File: src/rtl/riscv_multicycle_ctrl.sv
// Moore control FSM for a shared-datapath multicycle RISC-V core; only handshake/branch terms are Mealy.
// Optional retired-instruction counter enabled by defining RISCV_INSTRET_EN.
module riscv_multicycle_ctrl #(
  parameter int CNT_W = 32
) (
  input  logic             clk,
  input  logic             reset,
  input  logic [6:0]       opcode,
  input  logic             zero,
  input  logic             mem_ready,
  output logic             pc_write,
  output logic             ir_write,
  output logic             reg_write,
  output logic             mem_read,
  output logic             mem_write,
  output logic             adr_src,
  output logic             illegal,
  output logic [1:0]       alu_src_a,
  output logic [1:0]       alu_src_b,
  output logic [1:0]       alu_op,
  output logic [1:0]       result_src,
  output logic [3:0]       state,
  output logic [CNT_W-1:0] instret
);

  typedef enum logic [3:0] {
    S_FETCH    = 4'd0,
    S_DECODE   = 4'd1,
    S_MEMADR   = 4'd2,
    S_MEMREAD  = 4'd3,
    S_MEMWB    = 4'd4,
    S_MEMWRITE = 4'd5,
    S_EXECR    = 4'd6,
    S_EXECI    = 4'd7,
    S_ALUWB    = 4'd8,
    S_BEQ      = 4'd9,
    S_JAL      = 4'd10
  } state_t;

  // fetch/beq/jal/decode flags qualify the Mealy pc_write, ir_write and illegal terms
  typedef struct packed {
    logic       mem_read;
    logic       mem_write;
    logic       adr_src;
    logic       reg_write;
    logic       fetch;
    logic       decode;
    logic       beq;
    logic       jal;
    logic [1:0] a;
    logic [1:0] b;
    logic [1:0] op;
    logic [1:0] res;
  } ctl_t;

  localparam logic [6:0] OP_LOAD  = 7'b0000011;
  localparam logic [6:0] OP_STORE = 7'b0100011;
  localparam logic [6:0] OP_RTYPE = 7'b0110011;
  localparam logic [6:0] OP_ITYPE = 7'b0010011;
  localparam logic [6:0] OP_BEQ   = 7'b1100011;
  localparam logic [6:0] OP_JAL   = 7'b1101111;

  state_t state_r;
  state_t next_state_s;
  ctl_t   ctl_r;

  function automatic logic is_legal(input logic [6:0] op);
    case (op)
      OP_LOAD, OP_STORE, OP_RTYPE, OP_ITYPE, OP_BEQ, OP_JAL: is_legal = 1'b1;
      default:                                               is_legal = 1'b0;
    endcase
  endfunction

  function automatic ctl_t decode_ctl(input state_t s);
    ctl_t c;
    c = '0;
    case (s)
      S_FETCH:    begin c.fetch = 1'b1; c.mem_read = 1'b1; c.b = 2'b10; c.res = 2'b10; end
      S_DECODE:   begin c.decode = 1'b1; c.a = 2'b01; c.b = 2'b01; end
      S_MEMADR:   begin c.a = 2'b10; c.b = 2'b01; end
      S_MEMREAD:  begin c.mem_read = 1'b1; c.adr_src = 1'b1; end
      S_MEMWB:    begin c.reg_write = 1'b1; c.res = 2'b01; end
      S_MEMWRITE: begin c.mem_write = 1'b1; c.adr_src = 1'b1; end
      S_EXECR:    begin c.a = 2'b10; c.b = 2'b00; c.op = 2'b10; end
      S_EXECI:    begin c.a = 2'b10; c.b = 2'b01; c.op = 2'b10; end
      S_ALUWB:    begin c.reg_write = 1'b1; c.res = 2'b00; end
      S_BEQ:      begin c.beq = 1'b1; c.a = 2'b10; c.b = 2'b00; c.op = 2'b01; end
      S_JAL:      begin c.jal = 1'b1; c.a = 2'b01; c.b = 2'b10; end
      default:    c = '0;
    endcase
    return c;
  endfunction

  // next-state selection; memory states hold until the transfer completes
  always_comb begin
    next_state_s = S_FETCH;
    case (state_r)
      S_FETCH:    next_state_s = mem_ready ? S_DECODE : S_FETCH;
      S_DECODE: begin
        case (opcode)
          OP_LOAD, OP_STORE: next_state_s = S_MEMADR;
          OP_RTYPE:          next_state_s = S_EXECR;
          OP_ITYPE:          next_state_s = S_EXECI;
          OP_BEQ:            next_state_s = S_BEQ;
          OP_JAL:            next_state_s = S_JAL;
          default:           next_state_s = S_FETCH;
        endcase
      end
      S_MEMADR:   next_state_s = (opcode == OP_LOAD) ? S_MEMREAD : S_MEMWRITE;
      S_MEMREAD:  next_state_s = mem_ready ? S_MEMWB : S_MEMREAD;
      S_MEMWB:    next_state_s = S_FETCH;
      S_MEMWRITE: next_state_s = mem_ready ? S_FETCH : S_MEMWRITE;
      S_EXECR:    next_state_s = S_ALUWB;
      S_EXECI:    next_state_s = S_ALUWB;
      S_ALUWB:    next_state_s = S_FETCH;
      S_BEQ:      next_state_s = S_FETCH;
      S_JAL:      next_state_s = S_ALUWB;
      default:    next_state_s = S_FETCH;
    endcase
  end

  // state register with Moore controls decoded one edge early so they leave the flop
  always_ff @(posedge clk) begin
    if (reset) begin
      state_r <= S_FETCH;
      ctl_r   <= decode_ctl(S_FETCH);
    end else begin
      state_r <= next_state_s;
      ctl_r   <= decode_ctl(next_state_s);
    end
  end

  assign state      = state_r;
  assign adr_src    = ctl_r.adr_src;
  assign alu_src_a  = ctl_r.a;
  assign alu_src_b  = ctl_r.b;
  assign alu_op     = ctl_r.op;
  assign result_src = ctl_r.res;
  // write and strobe controls are held inactive for as long as reset is asserted
  assign mem_read   = ~reset & ctl_r.mem_read;
  assign mem_write  = ~reset & ctl_r.mem_write;
  assign reg_write  = ~reset & ctl_r.reg_write;
  assign ir_write   = ~reset & ctl_r.fetch & mem_ready;
  assign pc_write   = ~reset & ((ctl_r.fetch & mem_ready) | (ctl_r.beq & zero) | ctl_r.jal);
  assign illegal    = ~reset & ctl_r.decode & ~is_legal(opcode);

`ifdef RISCV_INSTRET_EN
  logic [CNT_W-1:0] instret_r;
  logic             retire_s;

  // an instruction retires on the edge that leaves its final state
  always_comb begin
    retire_s = 1'b0;
    case (state_r)
      S_MEMWB, S_ALUWB, S_BEQ: retire_s = 1'b1;
      S_MEMWRITE:              retire_s = mem_ready;
      default:                 retire_s = 1'b0;
    endcase
  end

  // retired-instruction counter, wraps naturally
  always_ff @(posedge clk) begin
    if (reset) begin
      instret_r <= {CNT_W{1'b0}};
    end else if (retire_s) begin
      instret_r <= instret_r + {{(CNT_W-1){1'b0}}, 1'b1};
    end else begin
      instret_r <= instret_r;
    end
  end

  assign instret = instret_r;
`else
  assign instret = {CNT_W{1'b0}};
`endif

endmodule

File: config.mk
export PLATFORM = sky130hd
export DESIGN_NAME = riscv_multicycle_ctrl
export DESIGN_NICKNAME = d
export VERILOG_FILES = /design/src/rtl/riscv_multicycle_ctrl.sv
export SDC_FILE = /design/constraint.sdc
export NUM_CORES = 1
export LEC_CHECK = 0
export ABC_AREA = 1
export CORE_MARGIN = 1
export CORE_UTILIZATION = 36
export DETAILED_ROUTE_END_ITERATION = 8
export PLACE_DENSITY = 0.76
export SYNTH_ARGS = -nofsm -noshare
export SYNTH_HDL_FRONTEND = slang
export SYNTH_SLANG_ARGS = --single-unit
File: constraint.sdc
create_clock -name clk -period 1.2 [get_ports clk]
set_clock_uncertainty 0.05 [all_clocks]
set_input_delay 0.3 -clock clk [delete_from_list [all_inputs] [get_ports clk]]
set_output_delay 0.3 -clock clk [all_outputs]
set_load 0.005 [all_outputs]
Yosys cells after proc, flatten, opt, wreduce, memory -nomap -nowiden
Cells that the tools add are included.
{"block": "word_totals", "ff_bits": 20, "in_bits": 11, "out_inout_bits": 51, "elab_cells": 82}
{"block": "classes", "n_eq_ne": 23, "muxes": 19, "bitwise_logic": 14, "reduce_logical": 13}
{"op": "equality test 4 x 3 -> 1 bit, second input constant", "count": 7}
{"op": "case mux 4 bit (6 select lines)", "count": 1}
{"op": "case mux 4 bit (5 select lines)", "count": 1}
{"op": "equality test 4 x 2 -> 1 bit, second input constant", "count": 4}
{"op": "equality test 4 bit, second input constant", "count": 4}
{"op": "case mux 2 bit (2 select lines)", "count": 4}
{"op": "equality test 7 x 6 -> 1 bit, second input constant", "count": 2}
{"op": "equality test 7 bit, second input constant", "count": 2}
{"op": "OR reduction 2 bit", "count": 7}
{"op": "bitwise AND 1 bit", "count": 10}
{"op": "two-way mux 1 bit", "count": 10}
{"op": "two-way mux 3 bit", "count": 3}
{"op": "equality test 4 x 1 -> 1 bit, second input constant", "count": 2}
{"op": "logical NOT 4 bit", "count": 2}
{"op": "equality test 7 x 2 -> 1 bit, second input constant", "count": 1}
{"op": "equality test 7 x 5 -> 1 bit, second input constant", "count": 1}
{"op": "OR reduction 3 bit", "count": 2}
{"op": "OR reduction 6 bit", "count": 1}
{"op": "OR reduction 4 bit", "count": 1}
{"op": "NOT 1 bit", "count": 2}
{"op": "OR 1 bit", "count": 2}

Logic depth before layout (Yosys ltp)
{"block": "logic_depth", "depth_word": 7, "ltp_mapped": 11, "ltp_nobuf": 11}

Worst setup path after synthesis
OpenSTA, ideal clock, no wires.
{"block": "synth_path", "kind": "register to register", "start": "register state_r[3], in the netlist state[3]", "end": "register ctl_r (netlist bit alu_src_a[1])", "setup_ps": 121, "arrival_ps": 1100, "required_time_ps": 1029, "setup_slack_ps": -72, "stages_incl_launch_ff": 10, "path_buffers": 0, "period_less_slack_ps": 1272, "path_cell_list": "dfxtp_1 inv_1 nand2_1 nor2_1 nand3_2 nand2_1 nor2_2 nor2_2 nand2_1 nand3_1"}
{"block": "synth_via", "elab_chain_len": 6, "elab_cells_between_ends": 19, "cone_classes": "eq/ne: 13; mux: 2; reduce/logical: 4"}
{"element": "start: declaration", "line_no": "63", "text": "state_t state_r;"}
{"element": "start signal: assignment", "line_no": "128", "text": "state_r <= next_state_s;"}
{"element": "equality test 4 bit / equality test 4 x 3 -> 1 bit (equally long branches)", "line_no": "97", "text": "case (state_r)"}
{"element": "OR reduction 3 bit (no source line)"}
{"element": "case mux 4 bit (6 select lines) (*)", "line_no": "97"}
{"element": "equality test 4 x 3 -> 1 bit, or another cell as far along", "line_no": "77", "text": "case (s)"}
{"element": "OR reduction 4 bit (no source line) / OR reduction 2 bit (equally long branches)"}
{"element": "case mux 2 bit (2 select lines) (*)", "line_no": "77"}
{"element": "end signal: assignment", "line_no": "126", "text": "ctl_r <= decode_ctl(S_FETCH);"}
{"element": "end signal: assignment", "line_no": "129", "text": "ctl_r <= decode_ctl(next_state_s);"}
{"element": "end: declaration", "line_no": "65", "text": "ctl_t ctl_r;"}
Mark *: on every way between the ends. The rest lies on a longest branch, timed or not.
A chain may end at the register's enable or synchronous reset.

Worst setup path after layout
{"block": "layout_path", "start": "register state_r[2], in the netlist state[2]", "end": "register ctl_r[15] (netlist name)"}
{"block": "layout_via", "elab_chain_len": 6, "elab_cells_between_ends": 14, "cone_classes": "eq/ne: 8; mux: 2; reduce/logical: 4"}
{"element": "equality test 4 bit / equality test 4 x 3 -> 1 bit (equally long branches)", "line_no": "97"}
{"element": "OR reduction 3 bit (no source line)"}
{"element": "case mux 4 bit (6 select lines) (*)", "line_no": "97"}
{"element": "equality test 4 x 2 -> 1 bit / logical NOT 4 bit (equally long branches)", "line_no": "77"}
{"element": "OR reduction 2 bit (no source line) (*)"}
{"element": "two-way mux 1 bit (*)", "line_no": "77"}
Marked as above.

==> summary.md <==
| Metric | Value |
|---|---|
| Status | complete, but fails checks |
| Failing checks | setup timing |
| Final setup margin | -0.284 ns |
| Pin count of the biggest net entering global routing | 11 |
| Fill count | 298 |
| Combinational power share | between 20 and 25% |
| Worst-path clk slew | approximately 0.1 ns |
| Post-route clock period utilization | 124% |
| Vias per cell | 4.18 |
| Crit end category | flip-flop |
| Final Util | 59.0% |
| Die width | just over 60 µm |
| Max Freq | 674 MHz |
| Number of distinct library cells after synthesis | 22 |
| Clock Tree Buf Depth | 2 |
| Clk sinks | 18 |
| Initial DRC Count | 16 |
| Internal | 0.860 mW |
| Post-synthesis mux area share | 0% |
| Power share of the clock group | 26.0% |
| Root Driver | clkbuf_4 |
| Final hold vios | 0 |
| CP max FO | 5 |
| Hold crit path type | input port to flip-flop |
| CTS tree | yes |
| Worst hold slack | between 0.4 and 0.5 ns |
| Switching Share | 28.4% |
| Yosys warns | 0 |
| Total track usage | 17.7% |
| Routed Antenna Nets | 0 |
| Overall routed net length | around 3100 µm |
| Placer congestion estimate | 0.768 |
| Worst Setup Start Kind | flip-flop |
| GRT Residual Overflow | 0 |
| Fin crit period | 1.48 ns |
| Critical Setup Path Class | flip-flop to flip-flop |
| Die height | 60.4 µm |
| Total CTS buffers | 3 |
| Placed wire-length estimate | 1960 µm |
| Initial core utilization | 38.9% |
| Crit path required time | approximately 1.3 ns |
| Layout cell share with drive strength beyond 1 | 59.1% |
| Pwr Total | ~1.2 mW |
| H-tree Lvls | 1 |
| Syn Inst Count | ~180 |
| First-pass GRT wire length | 4660 µm |
| PwrDens | 646 nW/µm² |
| Clock Latency Late Sink | 0.30 ns |
| Setup violations, final | 21 |
| RSZ-0062 raised after global routing | yes |
| Initial DRT Pass Iterations | 2 |
| Leak | 0.978 nW |
| Die ar. | 3640 µm² |
| Main combinational cell family by area after synthesis | buffers and inverters |
| NetSw | 0.342 mW |
| Std cell rows | 20 |
| Post-Synth Adder-Cell Area | 0% |
| Post-route DRC | 0 |
| Initial antenna violation count | 0 |
| Sequential area share after synthesis | between 20% and 30% |
| Sequential power share | approximately 51% |
| Vias in the first global route | 1,066 |
| Post-synthesis simple-gate area fraction | approximately 31% |
| Mapped Avg Cell Area | 7.01 µm² |
| Slew Viols, Final | 0 |
| Port Buffers | 29 |
| Synth Register Bits | 18 |
| Worst EP arrival | 1.60 ns |
| Synthesis-to-layout area growth | 51.7% |
| Post-Syn Area | 1230 µm² |
| IO Pins | 62 |
| XOR/XNOR share of the synthesized area | 0% |
| Core ar. | roughly 3200 µm² |
| Nets | 247 |
| Peak supply drop | 0.000471 V |
| Vias | around 1.2k |
| Compound-cell area share of the yosys netlist | about 6% |
| Antenna Cells | 0 |
| Total of max-cap violations | 0 |
| Avg WL per Cell | approximately 11 µm |
==> power by group through the flow <==
stage	Combinational, mW	Sequential (mW)	Clock [mW]
after global placement	0.224	0.632	0
after detailed placement	0.227	0.633	0
final	0.275	0.615	0.312
after CTS	0.254	0.612	0.323
after global routing	0.302	0.616	0.347
after floorplan	0.200	0.631	0
==> logic make-up after synthesis <==
kind of cell,after synthesis
buffers and inverters,68
flip-flops,18
AO/OA/AOI/OAI,10
other,1
AND/OR/NAND/NOR,78
==> layout by cell type, fill, tap and decap left out, drive strengths merged <==
cell type      Yosys  final
nand2             33     33
a22oi              1      1
a211oi             1      1
nand4              2      2
a21boi             1      1
buf               41     54
clkbuf             0      9
nor2              27     27
o21ai              2      2
dfxtp             18     18
dlygate4sd2        0      3
nand3             16     16
a31oi              1      1
a21oi              4      4
clkdlybuf4s15      0      4
conb               1     32
inv               27     27
==> final cells by class <==
type                       count  area [µm²]  area share (%)
clock buffer                   4        26.3            1.41
sequential                    18         384            20.6
timing repair buffer          66         522            28.0
multi-input combinational    120         767            41.2
tap                           44        55.1            2.96
inverter                      27         106            5.72
==> registers in the layout, indices dropped and copies added, names as in the netlist <==
| name | flops |
|---|---|
| alu_src_a | 2 |
| result_src | 1 |
| alu_op | 1 |
| alu_src_b | 2 |
| state | 4 |
| adr_src | 1 |
| ctl_r | 7 |
==> final timing paths <==
path / startpoint / to / slack, ns / cells past startpoint
worst min-delay path: opcode[5] / state[0] / 0.43 / 6
worst min register to register: state[1] / adr_src / 0.58 / 3
worst max-delay path: state[2] / ctl_r[15] / -0.28 / 9
worst max register to register: state[2] / ctl_r[15] / -0.28 / 9
==> critical path: stages (launching register included) <==
cell	delay, ns
dfxtp_4	0.37
buf_6	0.12
nor2_4	0.18
nand3_4	0.14
nand2_4	0.11
nor2_4	0.05
nand2_4	0.10
nor2_4	0.05
nand2_4	0.07
nand4_1	0.11
==> metal layers <==
layer | wire, µm | vias up | share of wire [%] | track usage (%)
li1 | - | 582 | - | -
met1 | 1170 | 536 | 38 | 19.6
met2 | 1720 | 38 | 55 | 33.0
met3 | 145 | 10 | 4.6 | 3.84
met4 | 87 | 0 | 2.8 | 5.98
met5 | 0 | - | 0 | 0
==> cell usage after synthesis <==
master | n | area, µm²
a211oi_1 | 1 | 7.51
a21boi_4 | 1 | 18.8
a21oi_1 | 4 | 20.0
a22oi_1 | 1 | 7.51
a31oi_1 | 1 | 6.26
buf_1 | 1 | 3.75
buf_4 | 40 | 300
conb_1 | 1 | 3.75
dfxtp_1 | 18 | 360
inv_1 | 26 | 97.6
inv_2 | 1 | 3.75
nand2_1 | 30 | 113
nand2_2 | 2 | 12.5
nand2_4 | 1 | 11.3
nand3_1 | 13 | 65.1
nand3_2 | 3 | 30.0
nand4_1 | 2 | 12.5
nor2_1 | 18 | 67.6
nor2_2 | 6 | 37.5
nor2_4 | 3 | 33.8
o21ai_1 | 1 | 5.00
o21ai_2 | 1 | 8.76
==> repair_timing <==
| action | 4_1_cts | 5_1_grt |
|---|---|---|
| setup endpoints to repair | 34 | 34 |
| pin swaps | 21 | 22 |
| resized for setup | 121 | 33 |
| hold buffers | 0 | 0 |
| buffers inserted | 16 | 6 |
| hold endpoints to repair | 0 | 0 |
==> metrics by stage <==
| stage | setup TNS, ns | cells | cell area, µm² | setup slack (ns) |
|---|---|---|---|---|
| after floorplan | -0.0433 | 206 | 1420 | -0.0144 |
| after global routing | -5.36 | 279 | 1860 | -0.374 |
| after CTS | -3.00 | 274 | 1800 | -0.245 |
| after detailed placement | -14.34 | 255 | 1590 | -0.888 |
| final | -3.52 | 279 | 1860 | -0.284 |
| after global placement | -13.88 | 255 | 1590 | -0.869 |
Power figures use the tool's default switching activity.
